===== src/rtl/mdio_pkg.sv =====
// mdio_pkg: shared definitions for the clause-22 MDIO master.
//   - mdio_state_t : frame FSM state
//   - START_CODE / OP_WRITE / OP_READ : frame field codes
//   - field widths, preamble length and total frame length
// Optional feature macro: MDIO_PREAMBLE_SUPPRESS_EN (drops the 32-bit preamble,
// giving a 32-bit frame instead of 64).
package mdio_pkg;

    typedef enum logic [2:0] {
        ST_IDLE     = 3'd0,
        ST_PREAMBLE = 3'd1,
        ST_HEADER   = 3'd2,
        ST_TA       = 3'd3,
        ST_DATA     = 3'd4
    } mdio_state_t;

    localparam logic [1:0] START_CODE = 2'b01;
    localparam logic [1:0] OP_WRITE   = 2'b01;
    localparam logic [1:0] OP_READ    = 2'b10;
    localparam logic [1:0] TA_WRITE   = 2'b10;

    localparam int ADDR_W        = 5;
    localparam int DATA_W        = 16;
    localparam int PREAMBLE_BITS = 32;
    localparam int HEADER_BITS   = 14;   // ST + OP + PHYAD + REGAD
    localparam int TA_BITS       = 2;
    localparam int BIT_CNT_W     = 5;    // widest phase is the 32-bit preamble

`ifdef MDIO_PREAMBLE_SUPPRESS_EN
    localparam int FRAME_BITS = HEADER_BITS + TA_BITS + DATA_W;
`else
    localparam int FRAME_BITS = PREAMBLE_BITS + HEADER_BITS + TA_BITS + DATA_W;
`endif

endpackage


===== src/rtl/mdio_master_if.sv =====
// mdio_master_if: host request/response signals plus the PHY-side MDC/MDIO pins.
//   master modport : used by mdio_master (drives busy/rd_*/mdc/mdio_o/mdio_oe)
//   slave modport  : used by the host/PHY side (drives requests and mdio_i)
// Handshake: a request is taken on a clock edge where (wren | rden) and busy=0;
// wren/rden are ignored while busy=1 and nothing is queued.
interface mdio_master_if;
    import mdio_pkg::*;

    logic [ADDR_W-1:0] phy_add;
    logic [ADDR_W-1:0] reg_add;
    logic [DATA_W-1:0] wr_data;
    logic              wren;
    logic              rden;
    logic              busy;
    logic [DATA_W-1:0] rd_data;
    logic              rd_valid;
    logic              mdc;
    logic              mdio_o;
    logic              mdio_oe;
    logic              mdio_i;

    modport master (
        input  phy_add, reg_add, wr_data, wren, rden, mdio_i,
        output busy, rd_data, rd_valid, mdc, mdio_o, mdio_oe
    );

    modport slave (
        output phy_add, reg_add, wr_data, wren, rden, mdio_i,
        input  busy, rd_data, rd_valid, mdc, mdio_o, mdio_oe
    );

endinterface


===== src/rtl/mdio_master_mdc_gen.sv =====
// mdc_gen: MDC divider. One bit period is 2*CLK_DIV clk cycles, mdc low for
// the first CLK_DIV and high for the second.
//   clk, rst : system clock, synchronous active-high reset
//   en       : run the divider (held in reset state while low)
//   mdc      : registered management clock
//   rise     : high in the cycle whose closing edge raises mdc
//   fall     : high in the cycle whose closing edge ends the bit period
module mdc_gen #(
    parameter int CLK_DIV = 10
) (
    input  logic clk,
    input  logic rst,
    input  logic en,
    output logic mdc,
    output logic rise,
    output logic fall
);

    localparam logic [8:0] HALF_LAST = 9'(CLK_DIV - 1);
    localparam logic [8:0] FULL_LAST = 9'(2 * CLK_DIV - 1);

    logic [8:0] cnt;

    assign rise = en && (cnt == HALF_LAST);
    assign fall = en && (cnt == FULL_LAST);

    always_ff @(posedge clk) begin
        if (rst || !en) begin
            cnt <= '0;
            mdc <= 1'b0;
        end else begin
            cnt <= fall ? 9'd0 : cnt + 9'd1;
            if (rise) begin
                mdc <= 1'b1;
            end else if (fall) begin
                mdc <= 1'b0;
            end
        end
    end

endmodule


===== src/rtl/mdio_master.sv =====
// mdio_master: clause-22 MDIO frame generator (read and write).
//   clk, rst : system clock, synchronous active-high reset
//   bus      : mdio_master_if.master (requests, busy, read result, MDC/MDIO pins)
//   state    : current frame FSM state, exported for observation
// Parameter CLK_DIV (2..255) is the MDC half-period in clk cycles.
// Optional macro MDIO_PREAMBLE_SUPPRESS_EN: frame starts directly at ST.
module mdio_master
    import mdio_pkg::*;
#(
    parameter int CLK_DIV = 10
) (
    input  logic           clk,
    input  logic           rst,
    mdio_master_if.master  bus,
    output mdio_state_t    state
);

    logic                  busy_r;
    logic                  rd_valid_r;
    logic                  mdio_o_r;
    logic                  mdio_oe_r;
    logic                  mdc_w;
    logic                  rise;
    logic                  fall;
    logic                  is_read;
    logic [DATA_W-1:0]     rd_data_r;
    logic [DATA_W-1:0]     rd_shift;
    logic [FRAME_BITS-1:0] frame_sr;
    logic [FRAME_BITS-1:0] frame_load;
    logic [BIT_CNT_W-1:0]  bit_cnt;
    mdio_state_t           next_state;

    assign bus.busy     = busy_r;
    assign bus.rd_data  = rd_data_r;
    assign bus.rd_valid = rd_valid_r;
    assign bus.mdc      = mdc_w;
    assign bus.mdio_o   = mdio_o_r;
    assign bus.mdio_oe  = mdio_oe_r;

    mdc_gen #(.CLK_DIV(CLK_DIV)) u_mdc_gen (
        .clk  (clk),
        .rst  (rst),
        .en   (busy_r),
        .mdc  (mdc_w),
        .rise (rise),
        .fall (fall)
    );

    // Whole frame assembled at acceptance; wren wins when both strobes are high.
    // Read TA/DATA positions are filled with ones since mdio_oe is low there.
    always_comb begin
        logic [1:0]        op_sel;
        logic [1:0]        ta_sel;
        logic [DATA_W-1:0] data_sel;
        op_sel   = bus.wren ? OP_WRITE : OP_READ;
        ta_sel   = bus.wren ? TA_WRITE : 2'b11;
        data_sel = bus.wren ? bus.wr_data : '1;
`ifdef MDIO_PREAMBLE_SUPPRESS_EN
        frame_load = {START_CODE, op_sel, bus.phy_add, bus.reg_add, ta_sel, data_sel};
`else
        frame_load = {{PREAMBLE_BITS{1'b1}}, START_CODE, op_sel, bus.phy_add,
                      bus.reg_add, ta_sel, data_sel};
`endif
    end

    // Phase sequencing on the shared bit counter; only acted on at a bit boundary.
    always_comb begin
        next_state = state;
        case (state)
            ST_PREAMBLE: if (bit_cnt == BIT_CNT_W'(PREAMBLE_BITS - 1)) next_state = ST_HEADER;
            ST_HEADER:   if (bit_cnt == BIT_CNT_W'(HEADER_BITS - 1))   next_state = ST_TA;
            ST_TA:       if (bit_cnt == BIT_CNT_W'(TA_BITS - 1))       next_state = ST_DATA;
            ST_DATA:     if (bit_cnt == BIT_CNT_W'(DATA_W - 1))        next_state = ST_IDLE;
            default:     next_state = state;
        endcase
    end

    always_ff @(posedge clk) begin
        if (rst) begin
            state      <= ST_IDLE;
            busy_r     <= 1'b0;
            rd_valid_r <= 1'b0;
            mdio_o_r   <= 1'b1;
            mdio_oe_r  <= 1'b0;
            rd_data_r  <= '0;
            rd_shift   <= '0;
            frame_sr   <= '0;
            is_read    <= 1'b0;
            bit_cnt    <= '0;
        end else begin
            rd_valid_r <= 1'b0;
            if (state == ST_IDLE) begin
                if (bus.wren || bus.rden) begin
                    is_read   <= !bus.wren;
                    busy_r    <= 1'b1;
                    mdio_o_r  <= frame_load[FRAME_BITS-1];
                    mdio_oe_r <= 1'b1;
                    frame_sr  <= {frame_load[FRAME_BITS-2:0], 1'b1};
                    bit_cnt   <= '0;
                    rd_shift  <= '0;
`ifdef MDIO_PREAMBLE_SUPPRESS_EN
                    state     <= ST_HEADER;
`else
                    state     <= ST_PREAMBLE;
`endif
                end
            end else begin
                if (rise && is_read && state == ST_DATA) begin
                    rd_shift <= {rd_shift[DATA_W-2:0], bus.mdio_i};
                end
                // Pins change only at the bit boundary (mdc falling).
                if (fall) begin
                    state   <= next_state;
                    bit_cnt <= (next_state != state) ? '0 : bit_cnt + BIT_CNT_W'(1);
                    if (next_state == ST_IDLE) begin
                        busy_r    <= 1'b0;
                        mdio_o_r  <= 1'b1;
                        mdio_oe_r <= 1'b0;
                        if (is_read) begin
                            rd_data_r  <= rd_shift;
                            rd_valid_r <= 1'b1;
                        end
                    end else begin
                        mdio_o_r  <= frame_sr[FRAME_BITS-1];
                        frame_sr  <= {frame_sr[FRAME_BITS-2:0], 1'b1};
                        mdio_oe_r <= !(is_read && (next_state == ST_TA || next_state == ST_DATA));
                    end
                end
            end
        end
    end

endmodule


===== src/flat_wrapper.sv =====
// flat-port wrapper written by rule: the top's interface ports become plain ports
module mdio_master_flat import mdio_pkg::*;
#(
    parameter int CLK_DIV = 10
)
  (clk, rst, state, bus_phy_add, bus_reg_add, bus_wr_data, bus_wren, bus_rden, bus_mdio_i, bus_busy, bus_rd_data, bus_rd_valid, bus_mdc, bus_mdio_o, bus_mdio_oe);
  mdio_master_if bus_i ();
  input  logic clk;
  input  logic rst;
  output mdio_state_t state;
  input wire logic [$bits(bus_i.phy_add)-1:0] bus_phy_add;
  input wire logic [$bits(bus_i.reg_add)-1:0] bus_reg_add;
  input wire logic [$bits(bus_i.wr_data)-1:0] bus_wr_data;
  input wire logic [$bits(bus_i.wren)-1:0] bus_wren;
  input wire logic [$bits(bus_i.rden)-1:0] bus_rden;
  input wire logic [$bits(bus_i.mdio_i)-1:0] bus_mdio_i;
  output wire logic [$bits(bus_i.busy)-1:0] bus_busy;
  output wire logic [$bits(bus_i.rd_data)-1:0] bus_rd_data;
  output wire logic [$bits(bus_i.rd_valid)-1:0] bus_rd_valid;
  output wire logic [$bits(bus_i.mdc)-1:0] bus_mdc;
  output wire logic [$bits(bus_i.mdio_o)-1:0] bus_mdio_o;
  output wire logic [$bits(bus_i.mdio_oe)-1:0] bus_mdio_oe;
  assign bus_i.phy_add = bus_phy_add;
  assign bus_i.reg_add = bus_reg_add;
  assign bus_i.wr_data = bus_wr_data;
  assign bus_i.wren = bus_wren;
  assign bus_i.rden = bus_rden;
  assign bus_i.mdio_i = bus_mdio_i;
  assign bus_busy = bus_i.busy;
  assign bus_rd_data = bus_i.rd_data;
  assign bus_rd_valid = bus_i.rd_valid;
  assign bus_mdc = bus_i.mdc;
  assign bus_mdio_o = bus_i.mdio_o;
  assign bus_mdio_oe = bus_i.mdio_oe;
  mdio_master #(.CLK_DIV(CLK_DIV)) u_core (.clk(clk), .rst(rst), .bus(bus_i), .state(state));
endmodule

===== config.mk =====
export PLATFORM = sky130hd
export DESIGN_NAME = mdio_master_flat
export DESIGN_NICKNAME = d
export VERILOG_FILES = /design/src/rtl/mdio_pkg.sv /design/src/rtl/mdio_master_if.sv /design/src/rtl/mdio_master_mdc_gen.sv /design/src/rtl/mdio_master.sv /design/src/flat_wrapper.sv
export SDC_FILE = /design/constraint.sdc
export NUM_CORES = 1
export LEC_CHECK = 0
export BUFFER_PORTS_ARGS = -buffer_cell sky130_fd_sc_hd__buf_4
export CAP_MARGIN = 20
export CORE_UTILIZATION = 62
export DETAILED_ROUTE_END_ITERATION = 7
export PLACE_DENSITY = 0.95
export REMOVE_ABC_BUFFERS = 1
export SETUP_SLACK_MARGIN = 0.4
export SYNTH_ARGS = -nofsm -noshare
export SYNTH_HDL_FRONTEND = slang
export SYNTH_HIERARCHICAL = 1
export SYNTH_SLANG_ARGS = --single-unit

===== constraint.sdc =====
create_clock -name clk -period 7.7 [get_ports clk]
set_clock_uncertainty 0.2 [all_clocks]
set_input_delay 0.385 -clock clk [delete_from_list [all_inputs] [get_ports clk]]
set_output_delay 0.385 -clock clk [all_outputs]
set_load 0.02 [all_outputs]

Yosys cells after proc, flatten, opt, wreduce, memory -nomap -nowiden:

Index checks and enable logic that the tools add are counted.

* $mul: 0
* reductions and logical operators: 25
* eq/ne operators: 15
* div/mod/pow operators: 0
* magnitude comparators: 0
* shift-type cells: 0
* $add $sub $neg: 2
* multiplexer cells: 35
* bitwise logic cells: 3

Operator list (number)
* $mux 64: 4
* $mux 16: 4
* $mux 3: 7
* $mux 5: 4
* $mux 1: 14
* $pmux 3 s4: 1
* $eq 5x4->1 const B: 2
* $add 9x1->9 const B: 1
* $eq 3x2->1 const B: 3
* $eq 9x4->1 const B: 1
* $eq 9x5->1 const B: 1
* $reduce_bool 2->1: 4
* $eq 3x3->1 const B: 2
* $logic_not 3->1: 2
* $reduce_and 2->1: 3
* $reduce_and 3->1: 2
* $add 5x1->5 const B: 1
* $eq 5x1->1 const B: 1
* $eq 5x5->1 const B: 1
* $logic_and 1x1->1: 5
* $reduce_and 4->1: 1
* $reduce_or 4->1: 1
* $eq 3x1->1 const B: 1
* $logic_not 1->1: 3
* other kinds (7): 11

* flip-flop bits (word level): 119
* bits in read-only memories: 0
* logic and storage cells: 92
* memories kept: 0
* output and inout bits: 24
* latch bits: 0
* memory bits (writable): 0

Logic depth before layout (Yosys ltp):

Gate-level depths: netlist of the first run.

* depth after elaboration: 10
* mapped depth: 9
* depth with buffers taken out: 7

Cells and area by module:

Netlist of the first run, hierarchy kept.

By module, submodules not included
* mdio_master: instances 1, area each 4468.0 µm², cells each 455, sequential area each 2182.1 µm²
* mdc_gen: instances 1, area each 499.2 µm², cells each 54, sequential area each 200.2 µm²

Worst setup path before layout of the first run:

OpenSTA, ideal clock, no wires.

* path kind: register to register
* start point: register u_core.u_mdc_gen.cnt[2]
* end point: register u_core.frame_sr[21]
* arrival: 2.290 ns
* path buffers: 2
* slack: 5.068 ns
* clock period less this slack: 2.632 ns
* library setup time: 0.142 ns
* stages on the path, launching flop included: 8
* data required time: 7.358 ns
* cells stage by stage: dfxtp_1 > or4_4 > nor3_1 > clkbuf_1 > o31ai_4 > nand2_1 > clkbuf_1 > a311oi_1

* cells in the longest elaborated chain, start to end: 4

Ends and longest elaborated chain
* from (decl): RTL line mdio_master_mdc_gen.sv:22 `logic [8:0] cnt;`
* from (signal assigned): RTL line mdio_master_mdc_gen.sv:32 `cnt <= fall ? 9'd0 : cnt + 9'd1;`
* $eq 9x5->1: RTL line mdio_master_mdc_gen.sv:25 `assign fall = en && (cnt == FULL_LAST);`
* $logic_and 1x1->1: RTL line mdio_master_mdc_gen.sv:25
* net u_core.fall: RTL line mdio_master.sv:24 `logic fall;`
* $reduce_bool 2->1 (no source line)
* $reduce_and 3->1 (no source line)
* to (signal assigned): RTL line mdio_master.sv:98 `frame_sr <= {frame_load[FRAME_BITS-2:0], 1'b1};`
* to (signal assigned): RTL line mdio_master.sv:125 `frame_sr <= {frame_sr[FRAME_BITS-2:0], 1'b1};`
* to (decl): RTL line mdio_master.sv:28 `logic [FRAME_BITS-1:0] frame_sr;`

The timed path passes the listed nets, and every way through them passes these cells.
A chain may end at the register's enable or synchronous reset.

Worst setup path after layout of the first run:

* start point: register u_core.bit_cnt[0]
* end point: register u_core.frame_sr[48]

* cells in the longest elaborated chain, start to end: 6

Ends and longest elaborated chain
* from (decl): RTL line mdio_master.sv:30 `logic [BIT_CNT_W-1:0] bit_cnt;`
* from (signal assigned): RTL line mdio_master.sv:114 `bit_cnt <= (next_state != state) ? '0 : bit_cnt + BIT_CNT_W'(1);`
* $eq 5x4->1, or another cell as far along: RTL line mdio_master.sv:73 `ST_DATA: if (bit_cnt == BIT_CNT_W'(DATA_W - 1)) next_state = ST_IDLE;`
* $mux 3, on equally long branches
* $pmux 3 s4 *: RTL line mdio_master.sv:69 `case (state)`
* $logic_not 3->1 *: RTL line mdio_master.sv:115 `if (next_state == ST_IDLE) begin`
* $ne 2x1->1 (no source line) *
* $reduce_and 3->1 (no source line) *

Every way passes the cells marked *; elsewhere a longest branch is shown, timed or not.

==> qor.csv, run 1 <==
metric,value,unit
TritonCTS clock tree,done,
root buffer cell,clkbuf_8,
DRC Markers,0,
Pins Over Slew Limit,0,
Main synth FF type,dfxtp_1,
CP endpoint kind,flip-flop,
R2R cell count,9,
row cnt,32,
post-synthesis cell type count,51,
max-cap violation count,0,
I/O pin count,55,
synthesized flop and latch total,119,
crit share post-route,44.9,%
Slew headroom,26.7,%
vias per inst,6.63,
antenna violations before repair,0,
Via Count,4427,
crit-path max FO,53,
All-Layer GR Usage,31.7,%
Final Setup Violations,0,
DR WL/cell,19.0,um
Synth Area in Adders,1.51,%
Yosys warning count,6,
synthesized cell area,0.00497,sq mm
Die Area,0.00837,sq mm
Critical R2R Launch,u_core/bit_cnt[0],
GRT overflow,0,
Worst Path Required,7900,ps
Fin Setup TNS,0,ps
post-CTS resize count,0,
Worst path slowest cell,nand2_1,
first-iteration detailed-routing DRC count,485,
clock transition at the registers of the reported paths,60,ps
hold path cells,2,
worst path cell trace,"ha_1, and3_1, ha_1, nor2b_1, o31ai_4, buf_4, nand2_1, buf_4, o221a_2",
crit path time final,3460,ps
"Buf+Inv Stages, Crit Path",2,
PortBufs,54,
CP Depth,9,
share of cells above drive strength 1,24.7,%
post-CTS setup buffers,0,
Worst Tran Pin Value,1100,ps
post-synthesis xor/xnor area fraction,0.353,%
Detailed Route WL,12700,um
Initial Utilization,64.3,%
RSZ-0062 raised after global routing,false,
hold wc startpoint,bus_wren,
"Worst Setup Slack, final",4240,ps
Worst R2R Setup Slack,4240,ps
Post-Synth Simple-Gate Area,17.5,%
first-pass GRT wire length,20900,um
"Avg Cell Area, Syn",9.76,sq um
area grow syn2layout,22.8,%
Routed Antenna Nets,0,
dpl hpwl,6570,um
# clock sinks,119,
Setup WS pre-CTS,4390,ps
top cell type's share of synthesized area,48.0,%
Peak supply drop,257,uV
mux contribution to synthesized area,3.65,%
synth top area cells,"dfxtp_1 48%, o221a_2 7.7%, mux2i_1 3.4%",
leakage,2.38,nW
Worst-Skew Late Latency,510,ps
asr flop ratio synth,0,%
Placed Instance Area,0.00534,sq mm
"CP delay by family, top",simple AND/OR/NAND/NOR gates,
max incr delay on CP,540,ps
GP Congestion,0.950,
synthesized netlist cell count,509,
DIE HEIGHT,91.5,um
Synth Area in Compound Gates,24.0,%
number of global-route vias before repair,4294,
design area,0.00610,sq mm
die width,91.5,um
largest net degree at the start of global routing,74,
outcome,"complete, no violations",
HP Class,in2reg,
FMAX,289,MHz
CP Class,reg2reg,
CP Launch Type,flip-flop,
PwrDens,267,mW/mm^2
Worst Hold End,u_core/is_read,
cell taking the most area after synthesis,dfxtp_1,
reg2reg end,u_core/frame_sr[48],
Nets,590,
ANT cells,0,
register area share after synthesis,48.0,%
Final Hold Viols,0,
largest family of logic cells by synthesized area,compound AO/OA/AOI/OAI gates,
CTS H-tree depth,4,
Max clock buf depth,2,
number of synthesized flops with an enable pin,0,
Core ar.,0.00773,sq mm
fillers,420,
crit path DAT,3660,ps
Detailed Routing Iterations Pass 1,5,
cts bufs inserted,17,
-- power by group --
group          leakage (nW)  internal (mW)  switching [mW]  total [mW]
clock network         0.291          0.513           0.297       0.810
logic                  1.11         0.0634          0.0759       0.139
registers             0.978          0.654          0.0267       0.681
-- per-layer routing --
layer / track usage (%) / wire [um]
met3: 7.12 / 765
met5: 0 / 0
met4: 16.0 / 349
met1: 37.7 / 5050
met2: 53.6 / 6550
-- layout make-up --
cell class	instances	area (sq um)	share of cell area (%)
clock buffer	19	442	7.24
inverter	7	26.3	0.431
sequential	119	2380	39.1
timing repair buffer	74	613	10.1
multi-input combinational	334	2340	38.3
tap	102	128	2.09
clock inverter	13	170	2.79
-- sequential cells by signal, indices dropped and copies added, names as in the netlist, 3 cells and up --
name	cells
u_core/bit_cnt	5
u_core/bus.rd_data	16
u_core/frame_sr	64
u_core/rd_shift	16
u_core/state	3
u_core/u_mdc_gen/cnt	9
-- cells in the mapped netlist (all sizes together), types with 2 or more instances --
master	instances
o221a	34
a21boi	2
and2	2
clkbuf	27
nand3b	18
a22oi	16
ha	6
nand2b	3
nand4	3
o31ai	3
dfxtp	119
nand2	36
mux2i	17
nor2	45
a311oi	15
inv	7
or3	5
nor2b	4
o221ai	18
and3	2
or3b	2
o32a	2
nor3b	4
a21oi	30
nor4	3
a211oi	2
nand3	24
buf	22
nor3	14
o21ai	9
-- repair_timing --
| item | CTS | global route |
|---|---|---|
| endpoints found under the hold margin | 12 | 0 |
| hold buffers | 12 | 0 |
| endpoints found under the setup margin | 0 | 0 |
-- placed cells by master (no fill, tap or decap), types with 3 or more instances in the layout --
cell           netlist  final
nand3_1             24     24
o221a_2             34     34
o21ai_0              9      9
nor2_1              45     45
buf_4                0     60
a21oi_1             30     30
a22oi_1             16     16
ha_1                 6      6
clkinvlp_4           0      3
or3_1                5      5
nand2_1             36     36
nand4_1              3      3
nand2b_1             3      3
nor3_1              13     13
nand3b_1            18     18
clkbuf_16            0     16
dfxtp_1            119    119
nor2b_1              4      4
mux2i_1             17     17
o221ai_1            18     18
nor3b_1              4      4
a311oi_1            15     15
clkinv_4             0      4
dlygate4sd3_1        0     12
clkbuf_8             0      3
bufinv_16            0      3
inv_1                7      7
-- worst max path at each step --
stage / start / end / slack (ps)
floorplan: u_core/bit_cnt[0] / u_core/frame_sr[18] / 3810
global placement: u_core/bit_cnt[0] / u_core/frame_sr[41] / 4560
detailed placement: u_core/bit_cnt[0] / u_core/frame_sr[44] / 4390
CTS: u_core/bit_cnt[0] / u_core/frame_sr[48] / 4330
global route: u_core/bit_cnt[0] / u_core/frame_sr[21] / 3980
finish: u_core/bit_cnt[0] / u_core/frame_sr[48] / 4240
-- kinds of logic after synthesis --
| group | after synthesis |
|---|---|
| muxes | 18 |
| DFF | 119 |
| buffers and inverters | 56 |
| and+or+nand+nor | 168 |
| adders and majority gates | 6 |
| xor gates and xnor gates | 2 |
| AOI/OAI and AO/OA | 140 |
-- metrics by stage --
stage | instances | hold slack (ps) | util [%] | total power [mW]
5_1_grt | 668 | 60.1 | 78.9 | 1.68
3_5_place_dp | 623 | 259 | 69.1 | 0.816
3_3_place_gp | 622 | 237 | 68.9 | 0.808
6_report | 668 | 40.7 | 78.9 | 1.63
4_1_cts | 667 | 11.4 | 78.6 | 1.63
2_1_floorplan | 460 | 226 | - | 0.767
No activity file was read; power rests on OpenSTA's default activity.
==> run 2, diff against run 1 <==
CORE_UTILIZATION = 52   (was 62)
PLACE_DENSITY = 0.86   (was 0.95)
clock period = 3.05 ns   (was 7.7 ns; I/O delays follow)
==> run 2 against run 1 <==
Net effect: largest cell class unchanged; critical path depth is 1 lower; flip-flop and latch count unchanged; clock-buffer cell count shrank 2; sequential share of layout area is 1.4 points lower; critical endpoint is now u_core/frame_sr[26]; worst hold slack better by 220 ps; via count shrank 0.47%; fmax rose by 35%; critical path type unchanged; register-to-register slack lost 3700 ps; non-clock buffer count rose by 28; wire length fell by 4.6%; first-iteration DRC count decreased by 15%.
==> qor.csv, run 2 (synthesized netlist as in run 1, its figures left out) <==
metric,value,unit,change
dpl hpwl,6390,um,was 6570 um
Max clock buf depth,2,,unchanged
Nets,618,,was 590
GP Congestion,0.778,,was 0.950
fillers,629,,was 420
outcome,"complete, no violations",,unchanged
PortBufs,54,,unchanged
hold path cells,4,,was 2
# clock sinks,119,,unchanged
ANT cells,0,,unchanged
HP Class,in2reg,,unchanged
Pins Over Slew Limit,0,,unchanged
leakage,2.46,nW,was 2.38 nW
TritonCTS clock tree,done,,unchanged
first-pass GRT wire length,19100,um,"was 20,900 um"
DR WL/cell,16.8,um,was 19.0 um
max-cap violation count,0,,unchanged
Detailed Route WL,12100,um,"was 12,700 um"
largest net degree at the start of global routing,46,,was 74
number of global-route vias before repair,4034,,"was 4,294"
Switch Pwr,1.01,mW,was 399 uW
Worst-Skew Late Latency,520,ps,was 510 ps
Detailed Routing Iterations Pass 1,7,,was 5
vias per inst,6.09,,was 6.63
I/O pin count,55,,unchanged
crit path DAT,2770,ps,was 3660 ps
Worst Path Required,3260,ps,was 7900 ps
design area,0.00633,sq mm,was 0.00610 sq mm
Via Count,4406,,"was 4,427"
Sw Share,25.7,%,was 24.5%
Placed Instance Area,0.00540,sq mm,was 0.00534 sq mm
Clock Power Share,46.8,%,was 49.7%
CP Launch Type,flip-flop,,unchanged
row cnt,35,,was 32
Peak supply drop,405,uV,was 257 uV
"commonest non-fill, non-tap cells in the layout","119 x dfxtp_1, 68 x buf_4, 45 x nor2_1",,"was 119 x dfxtp_1, 60 x buf_4, 45 x nor2_1"
"commonest non-fill, non-tap cell in the layout",dfxtp_1,,unchanged
antenna violations before repair,0,,unchanged
RSZ-0062 raised after global routing,false,,unchanged
area grow syn2layout,27.4,%,was 22.8%
Seq pwr share,43.7,%,was 41.8%
root buffer cell,clkbuf_8,,unchanged
crit share post-route,83.7,%,was 44.9%
R2R cell count,8,,was 9
first-iteration detailed-routing DRC count,412,,was 485
Setup WS pre-CTS,416,ps,was 4390 ps
Final Setup Violations,0,,unchanged
Final Hold Viols,0,,unchanged
Routed Antenna Nets,0,,unchanged
DRC Markers,0,,unchanged
FMAX,392,MHz,was 289 MHz
Top reg by flops,u_core/frame_sr,,unchanged
Core ar.,0.00924,sq mm,was 0.00773 sq mm
Worst Tran Pin Value,657,ps,was 1100 ps
Die Area,0.00995,sq mm,was 0.00837 sq mm
crit-path max FO,45,,was 53
crit path time final,2550,ps,was 3460 ps
Fin Setup TNS,0,ps,unchanged
Logic pwr share,9.5,%,was 8.5%
CP Class,reg2reg,,unchanged
Int Pwr,2.91,mW,was 1.23 mW
cts bufs inserted,17,,unchanged
max reg flops,64,,unchanged
clock transition at the registers of the reported paths,60,ps,about the same
"Worst Setup Slack, final",498,ps,was 4240 ps
CP endpoint kind,flip-flop,,unchanged
GRT overflow,0,,unchanged
Initial Utilization,53.8,%,was 64.3%
All-Layer GR Usage,24.2,%,was 31.7%
Slew headroom,56.2,%,was 26.7%
PwrDens,619,mW/mm^2,was 267 mW/mm^2
CTS H-tree depth,4,,unchanged
DIE HEIGHT,99.7,um,was 91.5 um
die width,99.7,um,was 91.5 um
share of cells above drive strength 1,25.4,%,was 24.7%
-- run 2: final cells by class --
cell class,instances,area (sq um),share of cell area [%]
clock inverters,15,131,2.08
clock buffers,17,414,6.54
flip-flops and latches,119,2380,37.6
repair buffers,102,863,13.6
multi-input cells,334,2350,37.1
well taps,129,161,2.55
inverters,7,26.3,0.415
-- run 2: per-layer routing --
layer / wire length (um) / up-vias / track usage, %
met5: 0 / - / 0
met4: 257 / 0 / 10.3
met3: 790 / 32 / 7.31
met2: 5950 / 194 / 39.2
met1: 5140 / 2116 / 29.9
li1: - / 2064 / -
-- run 2: timing repair --
item,in CTS,in global routing
hold buffers,31,0
setup endpoints to repair,2,62
setup buffers,0,6
hold endpoints to repair,66,0
resized for setup,1,6
pin swaps,0,1
-- run 2: power by group through the flow --
| stage | clock, mW | combinational, mW | sequential [mW] |
|---|---|---|---|
| floorplan | 0 | 0.206 | 1.73 |
| global placement | 0 | 0.309 | 1.74 |
| detailed placement | 0 | 0.320 | 1.74 |
| CTS | 1.84 | 0.355 | 1.71 |
| global route | 1.92 | 0.400 | 1.72 |
| finish | 1.83 | 0.371 | 1.71 |
-- run 2: worst max-delay path, cell delays in order (launching register included) --
cell and delay, ps:
dfxtp_1 400, ha_1 210, and3_1 200, ha_1 270
nor2b_1 130, o31ai_4 330, nand2_1 150, buf_6 230
a311oi_1 300
-- run 2: final timing paths --
kind | from | to | slack (ps)
min reg2reg | u_core/frame_sr[2] | u_core/frame_sr[2] | 270
max | u_core/bit_cnt[0] | u_core/frame_sr[26] | 500
min | bus_mdio_i | u_core/rd_shift[0] | 260
max reg2reg | u_core/bit_cnt[0] | u_core/frame_sr[26] | 500
-- run 2: stage by stage --
stage	power, mW	util [%]	cells	hold WS (ps)
after floorplan	1.94	-	460	21.6
after global placement	2.05	58.4	654	202
after detailed placement	2.06	58.4	654	225
after CTS	3.90	67.7	717	241
after global routing	4.04	68.5	723	277
final	3.92	68.5	723	261
==> run 3, diff against run 2 <==
clock period = 2.2 ns   (was 3.05 ns; I/O delays follow)
==> run 3 against run 2 <==
Net effect: global-route usage up 10 points; fmax down 2.7%; non-clock buffer count up 58; highest routed layer unchanged; critical endpoint is now u_core/frame_sr[17]; the flow now finishes with violations (negative setup slack).
==> qor.csv, run 3 (synthesized netlist as in run 1, its figures left out) <==
metric,value,unit,change
HP Class,in2reg,,unchanged
TritonCTS clock tree,done,,unchanged
largest net degree at the start of global routing,56,,was 46
vias per inst,6.95,,was 6.09
first-iteration detailed-routing DRC count,597,,was 412
PortBufs,54,,unchanged
Worst R2R Setup Slack,-420,ps,was 500 ps
root buffer cell,clkbuf_8,,unchanged
fillers,379,,was 629
share of cells above drive strength 1,45.1,%,was 25.4%
Via Count,5431,,"was 4,406"
DR WL/cell,27.7,um,was 16.8 um
# clock sinks,119,,unchanged
CP Launch Type,flip-flop,,unchanged
outcome,finished with violations,,"was complete, no violations"
Initial Utilization,53.8,%,unchanged
Sw Share,26.6,%,was 25.7%
Detailed Routing Iterations Pass 1,5,,was 7
die width,99.7,um,unchanged
PwrDens,799,mW/mm^2,was 619 mW/mm^2
number of global-route vias before repair,4990,,"was 4,034"
crit path time final,2620,ps,was 2550 ps
clock transition at the registers of the reported paths,70,ps,was 60 ps
Pins Over Slew Limit,0,,unchanged
Int Pwr,4.60,mW,was 2.91 mW
Logic pwr share,13.5,%,was 9.5%
"commonest non-fill, non-tap cells in the layout","113 x dfxtp_1, 95 x buf_4, 39 x nor2_1",,"was 119 x dfxtp_1, 68 x buf_4, 45 x nor2_1"
violated checks,negative setup slack,,
Slew headroom,59.5,%,was 56.2%
Total Power,6.26,mW,was 3.92 mW
I/O pin count,55,,unchanged
crit path capture,u_core/frame_sr[17],,was u_core/frame_sr[26]
GRT overflow,0,,unchanged
Die Area,0.00995,sq mm,unchanged
first-pass GRT wire length,26300,um,"was 19,100 um"
DIE HEIGHT,99.7,um,unchanged
Clock Power Share,47.9,%,was 46.8%
FMAX,381,MHz,was 392 MHz
RSZ-0062 raised after global routing,true,,was false
max-cap violation count,0,,unchanged
hold path cells,4,,unchanged
Critical R2R Launch,u_core/u_mdc_gen/cnt[1],,was u_core/bit_cnt[0]
CP Class,reg2reg,,unchanged
Worst Tran Pin Value,608,ps,was 657 ps
Switch Pwr,1.66,mW,was 1.01 mW
Routed Antenna Nets,0,,unchanged
design area,0.00783,sq mm,was 0.00633 sq mm
"Worst Setup Slack, final",-423,ps,was 498 ps
antenna violations before repair,1,,was 0
crit path DAT,2820,ps,was 2770 ps
All-Layer GR Usage,34.6,%,was 24.2%
area grow syn2layout,57.6,%,was 27.4%
reg2reg end,u_core/frame_sr[17],,was u_core/frame_sr[26]
Worst-Skew Late Latency,550,ps,was 520 ps
row cnt,35,,unchanged
CTS H-tree depth,4,,unchanged
Peak supply drop,976,uV,was 405 uV
Worst Path Required,2390,ps,was 3260 ps
DRC Markers,0,,unchanged
crit share post-route,119,%,was 83.7%
R2R cell count,9,,was 8
crit-path max FO,7,,was 45
"commonest non-fill, non-tap cell in the layout",dfxtp_1,,unchanged
CP endpoint kind,flip-flop,,unchanged
cts bufs inserted,17,,unchanged
Nets,676,,was 618
Final Hold Viols,0,,unchanged
Max clock buf depth,2,,unchanged
Placed Instance Area,0.00568,sq mm,was 0.00540 sq mm
Detailed Route WL,21700,um,"was 12,100 um"
GP Congestion,0.854,,was 0.778
max reg flops,64,,unchanged
Seq pwr share,38.7,%,was 43.7%
crit path from,u_core/u_mdc_gen/cnt[1],,was u_core/bit_cnt[0]
WHS,221,ps,was 261 ps
Core ar.,0.00924,sq mm,unchanged
Final Setup Violations,103,,was 0
Top reg by flops,u_core/frame_sr,,unchanged
leakage,2.97,nW,was 2.46 nW
dpl hpwl,7220,um,was 6390 um
run 3: changes by cell type in the layout (fill, tap and decap cells not counted), sizes merged:
cell and change:
buf +55, bufinv +3, clkbuf +7, clkinv -2, clkinvlp -2, diode +1, dlygate4sd3 -1, inv -2
run 3: cell type report:
class	instances	area [sq um]	share of cell area (%)
multi-input cells	334	3020	38.6
flip-flops and latches	119	2390	30.5
repair buffers	160	1610	20.5
clock buffers	20	445	5.69
clock inverters	12	175	2.24
well taps	129	161	2.06
inverters	7	26.3	0.336
diodes	1	2.50	0.0320
run 3: layer usage:
metal | vias to the layer above | global-route usage, % | part of all wire, %
met5 | - | 0 | 0
met4 | 0 | 22.5 | 9.6
met3 | 205 | 10.5 | 9.6
met2 | 475 | 57.6 | 48
met1 | 2564 | 38.3 | 33
li1 | 2187 | - | -
run 3: worst min path at each step:
| stage | start | end | slack [ps] |
|---|---|---|---|
| after CTS | bus_reg_add[3] | u_core/frame_sr[22] | 220 |
| after detailed placement | bus_phy_add[2] | u_core/frame_sr[26] | 210 |
| final | bus_reg_add[3] | u_core/frame_sr[22] | 220 |
| after floorplan | rst | u_core/bit_cnt[0] | -20 |
| after global placement | bus_mdio_i | u_core/rd_shift[0] | 160 |
| after global routing | bus_mdio_i | u_core/rd_shift[0] | 230 |
run 3: critical path: stages, from the launching register on:
cell	delay, ps
dfxtp_2	380
ha_1	210
nand3b_1	240
nor3_4	250
buf_6	150
a21boi_4	230
buf_6	160
clkbuf_16	160
o221ai_2	90
a21oi_1	410
run 3: what timing repair did:
| action | CTS | global route |
|---|---|---|
| hold buffers | 30 | 0 |
| resized for setup | 78 | 83 |
| pin swaps | 13 | 44 |
| cloned | 7 | 4 |
| setup endpoints to repair | 116 | 121 |
| setup buffers | 13 | 13 |
| endpoints found under the hold margin | 48 | 0 |
run 3: power by group through the flow:
stage / clock [mW] / combinational [mW] / sequential (mW)
after floorplan: 0 / 0.285 / 2.40
after global placement: 0 / 0.471 / 2.40
after detailed placement: 0 / 0.493 / 2.41
after CTS: 2.90 / 0.650 / 2.37
after global routing: 3.09 / 0.865 / 2.42
final: 3.00 / 0.842 / 2.42
run 3: metrics by stage:
stage	utilization [%]	setup TNS (ps)	setup slack, ps	cells
detailed placement	61.5	-1330	-116	682
CTS	77.4	-2850	-86.1	764
finish	84.7	-13800	-423	782
floorplan	-	-136000	-1690	460
global placement	61.5	-308	-35.1	682
global route	84.7	-17840	-465	782
